--- src/rtl/fx_channel_engine_if.sv ---
// Frame-in / frame-out sample bus of the multi-channel distortion engine.
// The engine sits on the slave side; the audio front end is the master.
interface fx_channel_engine_if #(
   parameter int CHANNELS = 2,
   parameter int DATA_W   = 16,
   parameter int GAIN_W   = 8
);
   logic                       in_valid;
   logic                       in_ready;
   logic [CHANNELS*DATA_W-1:0] in_frame;
   logic [1:0]                 mode;
   logic [GAIN_W-1:0]          gain;
   logic                       out_valid;
   logic [CHANNELS*DATA_W-1:0] out_frame;
   logic                       fading;

   modport master (output in_valid, in_frame, mode, gain,
                   input  in_ready, out_valid, out_frame, fading);
   modport slave  (input  in_valid, in_frame, mode, gain,
                   output in_ready, out_valid, out_frame, fading);
endinterface

--- src/rtl/fx_channel_engine.sv ---
// Time-multiplexed distortion engine: one channel per cycle through a
// gain -> shape -> blend pipeline, with a crossfade on every mode change.
module fx_channel_engine #(
   parameter int CHANNELS   = 2,
   parameter int DATA_W     = 16,
   parameter int GAIN_W     = 8,
   parameter int FADE_SHIFT = 6
) (
   input logic                CLOCK_50,
   input logic                reset_n,
   fx_channel_engine_if.slave bus
);
   localparam int CW = $clog2(CHANNELS + 2);
   localparam int PW = DATA_W + GAIN_W + 1;
   localparam int BW = DATA_W + FADE_SHIFT + 2;
   localparam logic signed [DATA_W-1:0] DMAX  = {1'b0, {(DATA_W-1){1'b1}}};
   localparam logic signed [DATA_W-1:0] DMIN  = {1'b1, {(DATA_W-1){1'b0}}};
   localparam logic signed [PW-1:0]     PMAX  = PW'(DMAX);
   localparam logic signed [PW-1:0]     PMIN  = PW'(DMIN);
   localparam logic signed [DATA_W:0]   TW    = {3'b000, 1'b1, {(DATA_W-3){1'b0}}};
   localparam logic signed [DATA_W:0]   TQ    = {5'b00000, 1'b1, {(DATA_W-5){1'b0}}};
   localparam logic [FADE_SHIFT:0]      KFULL = {1'b1, {FADE_SHIFT{1'b0}}};

   typedef enum logic [1:0] {IDLE, RUN, DONE} state_t;

   state_t                           state_q, state_d;
   logic [CW-1:0]                    cnt_q, cnt_d;
   logic [CHANNELS-1:0][DATA_W-1:0]  frame_q, frame_d, res_q, res_d, out_q, out_d;
   logic [GAIN_W-1:0]                gain_q, gain_d;
   logic [1:0]                       act_q, act_d, old_q, old_d;
   logic [FADE_SHIFT-1:0]            k_q, k_d;
   logic                             fading_q, fading_d, ready_q, ready_d;
   logic signed [DATA_W-1:0]         s1_q, s1_d, s2n_q, s2n_d, s2o_q, s2o_d;
   logic signed [DATA_W-1:0]         samp, blnd;
   logic signed [PW-1:0]             prod;
   logic signed [BW-1:0]             acc;
   logic                             accept;

   function automatic logic signed [DATA_W-1:0] shape(input logic [1:0] m,
                                                      input logic signed [DATA_W-1:0] x);
      logic signed [DATA_W:0] xw, ax, r;
      xw = DATA_W'(x) == x ? {x[DATA_W-1], x} : {x[DATA_W-1], x};
      ax = xw[DATA_W] ? -xw : xw;
      r  = xw;
      case (m)
         2'b01: if (ax > TW) r = xw[DATA_W] ? -(TW + ((ax - TW) >>> 2)) : (TW + ((ax - TW) >>> 2));
         2'b10: if (xw > TW) r = TW; else if (xw < -TW) r = -TW;
         2'b11: begin
            if (xw > TQ) r = TQ; else if (xw < -TQ) r = -TQ;
            r = r <<< 2;
         end
         default: r = xw;
      endcase
      return r[DATA_W-1:0];
   endfunction

   assign accept        = bus.in_valid && ready_q;
   assign bus.in_ready  = ready_q;
   assign bus.out_valid = (state_q == DONE);
   assign bus.out_frame = out_q;
   assign bus.fading    = fading_q;

   always_comb begin
      state_d  = state_q;
      cnt_d    = cnt_q;
      frame_d  = frame_q;
      gain_d   = gain_q;
      act_d    = act_q;
      old_d    = old_q;
      k_d      = k_q;
      fading_d = fading_q;
      out_d    = out_q;
      res_d    = res_q;
      samp     = '0;

      for (int c = 0; c < CHANNELS; c++)
         if (cnt_q == CW'(c)) samp = frame_q[c];
      prod = PW'(samp) * PW'($signed({1'b0, gain_q}));
      prod = prod >>> (GAIN_W - 4);
      if (prod > PMAX)      s1_d = DMAX;
      else if (prod < PMIN) s1_d = DMIN;
      else                  s1_d = prod[DATA_W-1:0];

      s2n_d = shape(act_q, s1_q);
      s2o_d = shape(old_q, s1_q);

      // k weights the outgoing mode; k=0 passes the active mode straight through
      acc  = BW'(s2o_q) * BW'($signed({1'b0, k_q}))
           + BW'(s2n_q) * BW'($signed({1'b0, KFULL - {1'b0, k_q}}));
      acc  = acc >>> FADE_SHIFT;
      blnd = acc[DATA_W-1:0];

      if (state_q == RUN)
         for (int c = 0; c < CHANNELS; c++)
            if (cnt_q == CW'(c + 2)) res_d[c] = blnd;

      unique case (state_q)
         IDLE: if (accept) begin
            state_d = RUN;
            cnt_d   = '0;
            frame_d = bus.in_frame;
            gain_d  = bus.gain;
            if (!fading_q && bus.mode != act_q) begin
               old_d    = act_q;
               act_d    = bus.mode;
               k_d      = '1;
               fading_d = 1'b1;
            end else if (fading_q) begin
               k_d = k_q - FADE_SHIFT'(1);
            end
         end
         RUN: begin
            cnt_d = cnt_q + CW'(1);
            if (cnt_q == CW'(CHANNELS + 1)) begin
               state_d = DONE;
               out_d   = res_d;
            end
         end
         DONE: begin
            state_d = IDLE;
            if (fading_q && k_q == '0) fading_d = 1'b0;
         end
         default: state_d = IDLE;
      endcase

      ready_d = (state_d == IDLE);
   end

   always_ff @(posedge CLOCK_50) begin
      if (!reset_n) begin
         state_q  <= IDLE;
         cnt_q    <= '0;
         frame_q  <= '0;
         res_q    <= '0;
         out_q    <= '0;
         gain_q   <= '0;
         act_q    <= 2'b00;
         old_q    <= 2'b00;
         k_q      <= '0;
         fading_q <= 1'b0;
         ready_q  <= 1'b0;
         s1_q     <= '0;
         s2n_q    <= '0;
         s2o_q    <= '0;
      end else begin
         state_q  <= state_d;
         cnt_q    <= cnt_d;
         frame_q  <= frame_d;
         res_q    <= res_d;
         out_q    <= out_d;
         gain_q   <= gain_d;
         act_q    <= act_d;
         old_q    <= old_d;
         k_q      <= k_d;
         fading_q <= fading_d;
         ready_q  <= ready_d;
         s1_q     <= s1_d;
         s2n_q    <= s2n_d;
         s2o_q    <= s2o_d;
      end
   end
endmodule
--- src/flat_wrapper.sv ---
// flat-port wrapper written by rule: the top's interface ports become plain ports
module fx_channel_engine_flat 
#(
   parameter int CHANNELS   = 2,
   parameter int DATA_W     = 16,
   parameter int GAIN_W     = 8,
   parameter int FADE_SHIFT = 6
)
  (CLOCK_50, reset_n, bus_in_valid, bus_in_frame, bus_mode, bus_gain, bus_in_ready, bus_out_valid, bus_out_frame, bus_fading);
  fx_channel_engine_if #(.CHANNELS(CHANNELS), .DATA_W(DATA_W), .GAIN_W(GAIN_W)) bus_i ();
  input logic CLOCK_50;
  input logic reset_n;
  input wire logic [$bits(bus_i.in_valid)-1:0] bus_in_valid;
  input wire logic [$bits(bus_i.in_frame)-1:0] bus_in_frame;
  input wire logic [$bits(bus_i.mode)-1:0] bus_mode;
  input wire logic [$bits(bus_i.gain)-1:0] bus_gain;
  output wire logic [$bits(bus_i.in_ready)-1:0] bus_in_ready;
  output wire logic [$bits(bus_i.out_valid)-1:0] bus_out_valid;
  output wire logic [$bits(bus_i.out_frame)-1:0] bus_out_frame;
  output wire logic [$bits(bus_i.fading)-1:0] bus_fading;
  assign bus_i.in_valid = bus_in_valid;
  assign bus_i.in_frame = bus_in_frame;
  assign bus_i.mode = bus_mode;
  assign bus_i.gain = bus_gain;
  assign bus_in_ready = bus_i.in_ready;
  assign bus_out_valid = bus_i.out_valid;
  assign bus_out_frame = bus_i.out_frame;
  assign bus_fading = bus_i.fading;
  fx_channel_engine #(.CHANNELS(CHANNELS), .DATA_W(DATA_W), .GAIN_W(GAIN_W), .FADE_SHIFT(FADE_SHIFT)) u_core (.CLOCK_50(CLOCK_50), .reset_n(reset_n), .bus(bus_i));
endmodule
--- config.mk ---
export PLATFORM = sky130hd
export DESIGN_NAME = fx_channel_engine_flat
export DESIGN_NICKNAME = d
export VERILOG_FILES = /design/src/rtl/fx_channel_engine_if.sv /design/src/rtl/fx_channel_engine.sv /design/src/flat_wrapper.sv
export SDC_FILE = /design/constraint.sdc
export NUM_CORES = 1
export LEC_CHECK = 0
export ABC_AREA = 0
export CORE_MARGIN = 3
export CORE_UTILIZATION = 55
export CTS_CLUSTER_SIZE = 40
export DETAILED_ROUTE_END_ITERATION = 12
export HOLD_SLACK_MARGIN = 0.03
export PLACE_DENSITY = 0.75
export SYNTH_ARGS = -nofsm -noshare
export SYNTH_HDL_FRONTEND = slang
export SYNTH_SLANG_ARGS = --single-unit
--- constraint.sdc ---
create_clock -name CLOCK_50 -period 8.2 [get_ports CLOCK_50]
set_input_delay 1.64 -clock CLOCK_50 [delete_from_list [all_inputs] [get_ports CLOCK_50]]
set_output_delay 1.64 -clock CLOCK_50 [all_outputs]
set_load 0.005 [all_outputs]
* Word level (Yosys, flattened, before mapping) *
Cells that the tools add are included.

word-level totals
  flip-flop bits (word level) = 168
  bits of input ports = 45
  output and inout bits = 35
  word-level logic and storage cells = 97

operators by class
  add/sub/neg operators = 8
  multiply operators = 3
  magnitude comparators = 7
  equal/unequal tests = 15
  muxes and demuxes = 27
  bitwise operators = 1
  reductions and logical operators = 18

operators with widths
  cell                                                             number
  2-to-1 mux 16 bit                                                9
  one-hot mux 16 bit (3 select lines)                              2
  2-to-1 mux 32 bit                                                1
  2-to-1 mux 14 bit                                                2
  multiplier 16 x 9 -> 25 bit                                      1
  adder 22 bit                                                     1
  multiplier 16 x 7 -> 22 bit                                      1
  multiplier 16 x 8 -> 22 bit                                      1
  greater-than comparator 21 x 16 -> 1 bit, second input constant  1
  less-than comparator 21 x 16 -> 1 bit, second input constant     1
  greater-than comparator 17 x 15 -> 1 bit, second input constant  1
  2-to-1 mux 17 bit                                                1
  negator 16 -> 17 bit                                             1
  subtractor 17 x 15 -> 17 bit, second input constant              1
  adder 15 x 15 -> 16 bit, first input constant                    1
  greater-than comparator 16 x 13 -> 1 bit, second input constant  1
  greater-than comparator 16 x 15 -> 1 bit, second input constant  1
  less-than comparator 16 x 12 -> 1 bit, second input constant     1
  less-than comparator 16 x 14 -> 1 bit, second input constant     1
  negator 16 bit                                                   1
  2-to-1 mux 15 bit                                                1
  equality test 2 bit, second input constant                       7
  2-to-1 mux 6 bit                                                 2
  equality test 2 x 1 -> 1 bit, second input constant              4
  other kinds (19)                                                 35

* Depth between registers and ports, before layout *
  depth in word-level cells = 8
  gate-level depth with buffers = 28

* Worst setup path after synthesis *
OpenSTA, ideal clock, no wires.

  kind = reg-to-reg
  from = reg u_core.k_q[0]
  to = reg u_core.res_q[15] in the netlist's numbering
  library setup time = 136 ps
  arrival time = 6,956 ps
  data required time = 8,064 ps
  slack = 1,108 ps
  cell stages (with the launch flop) = 29
  buffers on the path = 3
  clock period less this slack = 7,092 ps
  cell sequence = dfxtp_1 -> clkbuf_1 -> clkbuf_1 -> inv_1 -> ha_1 -> nand2_1 -> xor2_1 -> clkbuf_1 -> nand2_1 -> fa_1 -> inv_1 -> ha_1 -> inv_1 -> fa_1 -> inv_1 -> fa_1 -> fa_1 -> inv_1 -> fa_1 -> inv_1 -> ha_1 -> nand4b_1 -> o211ai_1 -> a41oi_1 -> a21oi_1 -> o31ai_1 -> o41ai_1 -> xnor2_1 -> a21oi_1

on the way
  cells in the longest elaborated chain, start to end = 5
  elaborated cells between the ends (all ways) = 6
  those cells by class = add/sub: 2; mul: 2; mux: 2

RTL lines
  item                         line                      source
  start, declared              fx_channel_engine.sv:31   logic [FADE_SHIFT-1:0] k_q, k_d;
  start signal, assigned       fx_channel_engine.sv:154  k_q <= k_d;
  subtractor 7 x 6 -> 7 bit    fx_channel_engine.sv:89   + BW'(s2n_q) * BW'($signed({1'b0, KFULL - {1'b0, k_q}}));
  multiplier 16 x 8 -> 22 bit  fx_channel_engine.sv:89
  adder 22 bit (*)             fx_channel_engine.sv:89
  2-to-1 mux 16 bit (*)        fx_channel_engine.sv:95   if (cnt_q == CW'(c + 2)) res_d[c] = blnd;
  2-to-1 mux 32 bit (*)        fx_channel_engine.sv:93   if (state_q == RUN)
  end signal, assigned         fx_channel_engine.sv:149  res_q <= res_d;
  end, declared                fx_channel_engine.sv:28   logic [CHANNELS-1:0][DATA_W-1:0] frame_q, frame_d, res_q, res_d, out_q, out_d;

Mark *: on every way between the ends. The rest lies on a longest branch, timed or not.
A chain may end at the register's enable or synchronous reset.

* Worst setup path in the final report *
  from = reg u_core.k_q[3]
  to = reg u_core.res_q[15] in the netlist's numbering

The elaborated chain is that of the path after synthesis.

==> summary.md <==
The flow ran to the end, and the final reports show no timing, DRC or antenna violations. The placeable core region is 33700 um2. The floorplan step set the die width to 191 um.

The top cell type by total area after synthesis is sky130_fd_sc_hd__fa_1. The clock drives 152 sinks. After clock tree synthesis, the flow added hold-fix buffers numbering 0. Detailed routing inserted a total of 15213 vias.

The critical path starts at u_core.k_q[3]. The slowest stage of the critical path belongs to the cell sky130_fd_sc_hd__dfxtp_1. The number of different library cells in the post-synthesis netlist was 76. For the final antenna-violating net count, the log shows 0. After clock tree synthesis, the clock-pin slew on the worst setup and hold paths is 0.07 ns. For the global-route track usage on met1, the log shows 33.9%. The arrival time of data at the critical path endpoint is 7.59 ns, and the post-route total power is 0.00258 W. Dividing the detail-routed wire length by the instance count gives 17.1 um. For the core utilization of the finished layout, the log shows 61.0%. Synthesis warning total: 0.

The worst min-delay path startpoint is u_core.bus.out_frame[25]. The tools report the final setup violation count as 0. Setup repair after global routing left no endpoint under its margin. Largest fanout of any net on the critical path: 21. In this run the post-CTS setup repair buffer count came out at 0. The measured slew at the worst slew-check pin works out to 0.913 ns. TritonCTS built the clock tree. The library cells used most frequently in the layout, excluding fill and tap cells, are sky130_fd_sc_hd__inv_1 (365), sky130_fd_sc_hd__nand2_1 (359), sky130_fd_sc_hd__fa_1 (282). The total number of nets in the final design was 2711. Global routing used 47.8% of the available met2 tracks. Across the VDD grid, the largest voltage drop is 150 uV.

For the number of antenna violations at the first check in global routing, the log shows 0. On the worst path, the slowest cell contributes a delay of 0.84 ns. The tools report the launch point of the worst reg-to-reg path as u_core.k_q[3].

Sequential elements use 16.1% of the synthesized area. At the later pin of the worst-skew pair, clock insertion delay measures 0.43 ns. Buffers inserted during clock tree synthesis total 17. For the count of pins over their slew limit, the log shows 0. The initial utilization of the core area, before any placement, comes to 56.1%. For this run, the total global-route usage over all layers was measured as 26.5%. The tree is rooted in a sky130_fd_sc_hd__clkbuf_16. The H-tree generated during clock tree synthesis spans 4 levels. Dividing the detail-routed via count by the number of cells gives 5.59. After detailed placement, the total cell area comes to 20000 um2. The leakage power is 9.83 nW, and the final-report hold violation count is 0. After technology mapping, the gate count stands at 2249. The worst path needs 7.31 ns of the cycle, external delays included.

Entering global routing, the biggest net connects 73 pins. The share of final-layout standard cells stronger than drive strength 1 was 3.48%. STA puts the critical path data required time at 8.48 ns. Dividing the synthesized area by the synthesized cell count gives 8.41 um2. Most used routing layer in global routing: met2. The total standard cell area after synthesis is 18900 um2. Row generation in the floorplan step produced 67 rows. Dividing the final minimum period by the clock period gives 89.1%.

Max-cap violations in this run came to 0. When the netlist entered floorplanning its net count stood at 2701. Yosys mapped a number of flops with a built-in enable equal to 0.

The worst setup path category was reg -> reg. The via count of the first global-routing pass was 15957. Of all flip-flops after synthesis, the portion carrying an async set or reset was 0%.

The number of diodes added for antenna fixing is 0, and the achievable frequency is 0.137 GHz. In this run the power density over the cells is 125 nW/um2. For this run, global-route usage on met3 was measured as 3.30%. Port buffer count: 79.

The logs give 0 for the final global-route overflow total and 46500 um for the routed wire length. The congestion estimate from routability-driven global placement came to 0.951. By area the synthesized netlist is led by sky130_fd_sc_hd__fa_1 (30%), sky130_fd_sc_hd__dfxtp_1 (16%), sky130_fd_sc_hd__ha_1 (8.3%). For this block, the initial DRC count from the detailed router was 1030. The leading cell type in the layout, fill and taps excluded is sky130_fd_sc_hd__inv_1.

The tools report the launching element type of the critical path as a flip-flop. For this design the top-level I/O count stands at 80. The path class of the lowest-slack min-delay path was reg -> reg. In the routed design, unresolved DRC markers number 0. The height of the die was 191 um. In the synthesized netlist the dominant register cell turns out to be sky130_fd_sc_hd__dfxtp_1.

Total negative slack: 0 ns. The first global-routing pass estimated 78900 um of wire. The worst pin sits at a relative slew slack of 39.0%. The worst setup path is captured at a flip-flop. Counting flops and latches in the post-synthesis netlist gives 152. Family with the most delay on the worst path: adder cells. Counting the fill cells in the layout gives 2960. Summed over its instances, the top area cell type makes up 29.9% of the synthesized netlist area.

First-pass iteration count of the detailed router: 7. The run gives 36800 um as the detailed-placement wirelength estimate. Clock skew on the completed layout was measured at 0.0173 ns.

The number of buffers on the longest clock path came out at 2. The total non-filler cell area in the finished layout was 20600 um2; the count of buffer and inverter cells on the critical path was 6. The area growth from synthesis to layout was 8.71%; the die area was 36600 um2. The number of gates resized after CTS was 0.
synthesized netlist by cell type (4+ instances only):
master,instances
sky130_fd_sc_hd__a211o_1,7
sky130_fd_sc_hd__a31oi_1,11
sky130_fd_sc_hd__nand3_1,42
sky130_fd_sc_hd__o21a_1,13
sky130_fd_sc_hd__nor3b_1,6
sky130_fd_sc_hd__o31ai_1,9
sky130_fd_sc_hd__o21ai_0,59
sky130_fd_sc_hd__ha_1,125
sky130_fd_sc_hd__buf_1,7
sky130_fd_sc_hd__mux2_2,7
sky130_fd_sc_hd__nor3_1,28
sky130_fd_sc_hd__nor2_1,79
sky130_fd_sc_hd__mux2i_1,18
sky130_fd_sc_hd__fa_1,282
sky130_fd_sc_hd__and3_1,14
sky130_fd_sc_hd__o41ai_1,5
sky130_fd_sc_hd__o22ai_1,4
sky130_fd_sc_hd__nor2b_1,26
sky130_fd_sc_hd__and2_1,178
sky130_fd_sc_hd__inv_1,365
sky130_fd_sc_hd__o211ai_1,11
sky130_fd_sc_hd__a211oi_1,19
sky130_fd_sc_hd__a21o_1,15
sky130_fd_sc_hd__dfxtp_1,152
sky130_fd_sc_hd__a221oi_1,7
sky130_fd_sc_hd__xnor2_1,47
sky130_fd_sc_hd__a21oi_1,101
sky130_fd_sc_hd__a32oi_1,6
sky130_fd_sc_hd__nand2_1,359
sky130_fd_sc_hd__or2_2,9
sky130_fd_sc_hd__xor2_1,19
sky130_fd_sc_hd__nand2b_1,19
sky130_fd_sc_hd__clkbuf_1,89
sky130_fd_sc_hd__o21ai_1,15
sky130_fd_sc_hd__nor4_1,5
sky130_fd_sc_hd__a22o_1,11
sky130_fd_sc_hd__buf_2,8
sky130_fd_sc_hd__o32ai_1,4
sky130_fd_sc_hd__nand4b_1,6
per-layer routing:
| metal | wire (um) | share of wire, % | vias up |
|---|---|---|---|
| met5 | 0 | 0 | - |
| met4 | 993 | 2.1 | 0 |
| met3 | 1970 | 4.2 | 66 |
| met2 | 24300 | 52 | 398 |
| met1 | 19200 | 41 | 7616 |
| li1 | - | - | 7133 |
final cells by class:
class / instances / area, um2 / share of cell area, %
multi-input cells: 1623 / 14100 / 68.4
flip-flops and latches: 152 / 3040 / 14.8
inverters: 367 / 1380 / 6.70
repair buffers: 98 / 933 / 4.54
well taps: 448 / 561 / 2.73
clock buffers: 20 / 447 / 2.17
clock inverters: 12 / 133 / 0.645
final timing paths:
path,end,slack (ns),depth (start not counted)
worst max register to register,u_core.res_q[15],0.89,25
worst min register to register,u_core.bus.out_frame[25],0.45,2
worst max-delay path,u_core.res_q[15],0.89,25
worst min-delay path,u_core.bus.out_frame[25],0.45,2
per-stage QoR:
stage          setup WS (ns)  std cells  hold slack, ns
6_report               0.890       2720           0.449
2_1_floorplan           1.11       2249           0.437
3_3_place_gp            1.21       2688           0.437
5_1_grt                0.318       2720           0.478
3_5_place_dp            1.00       2688           0.440
4_1_cts                0.970       2720           0.450
kinds of logic after synthesis:
logic type      Yosys count  share of synthesized area [%]
compound gates          331                           11.3
buf+inv                 474                           9.56
flops                   152                           16.1
xor+xnor                 66                           3.06
mux                      25                           1.37
simple gates            794                           20.5
fa+ha+maj               407                           38.1
sequential cells by signal, indices dropped and copies added (netlist names):
| signal | flops |
|---|---|
| u_core.state_q | 2 |
| u_core.old_q | 2 |
| u_core.s1_q | 16 |
| u_core.cnt_q | 2 |
| u_core.s2n_q | 16 |
| u_core.bus.in_ready | 1 |
| u_core.res_q | 16 |
| u_core.k_q | 6 |
| u_core.bus.fading | 1 |
| u_core.bus.out_frame | 32 |
| u_core.frame_q | 32 |
| u_core.gain_q | 8 |
| u_core.s2o_q | 16 |
| u_core.act_q | 2 |
report_power, final:
| group | internal (W) | switching (W) |
|---|---|---|
| combinational | 0.000339 | 0.000577 |
| clock | 0.000437 | 0.000346 |
| sequential | 0.000779 | 0.0000971 |
| total | 0.00156 | 0.00102 |
worst min-delay path, cell delays in order (launching register included):
cell and delay, ns:
sky130_fd_sc_hd__dfxtp_1 0.31, sky130_fd_sc_hd__nand2_1 0.05, sky130_fd_sc_hd__nand2_1 0.05
Note: power is estimated with default switching activity, not from simulation.
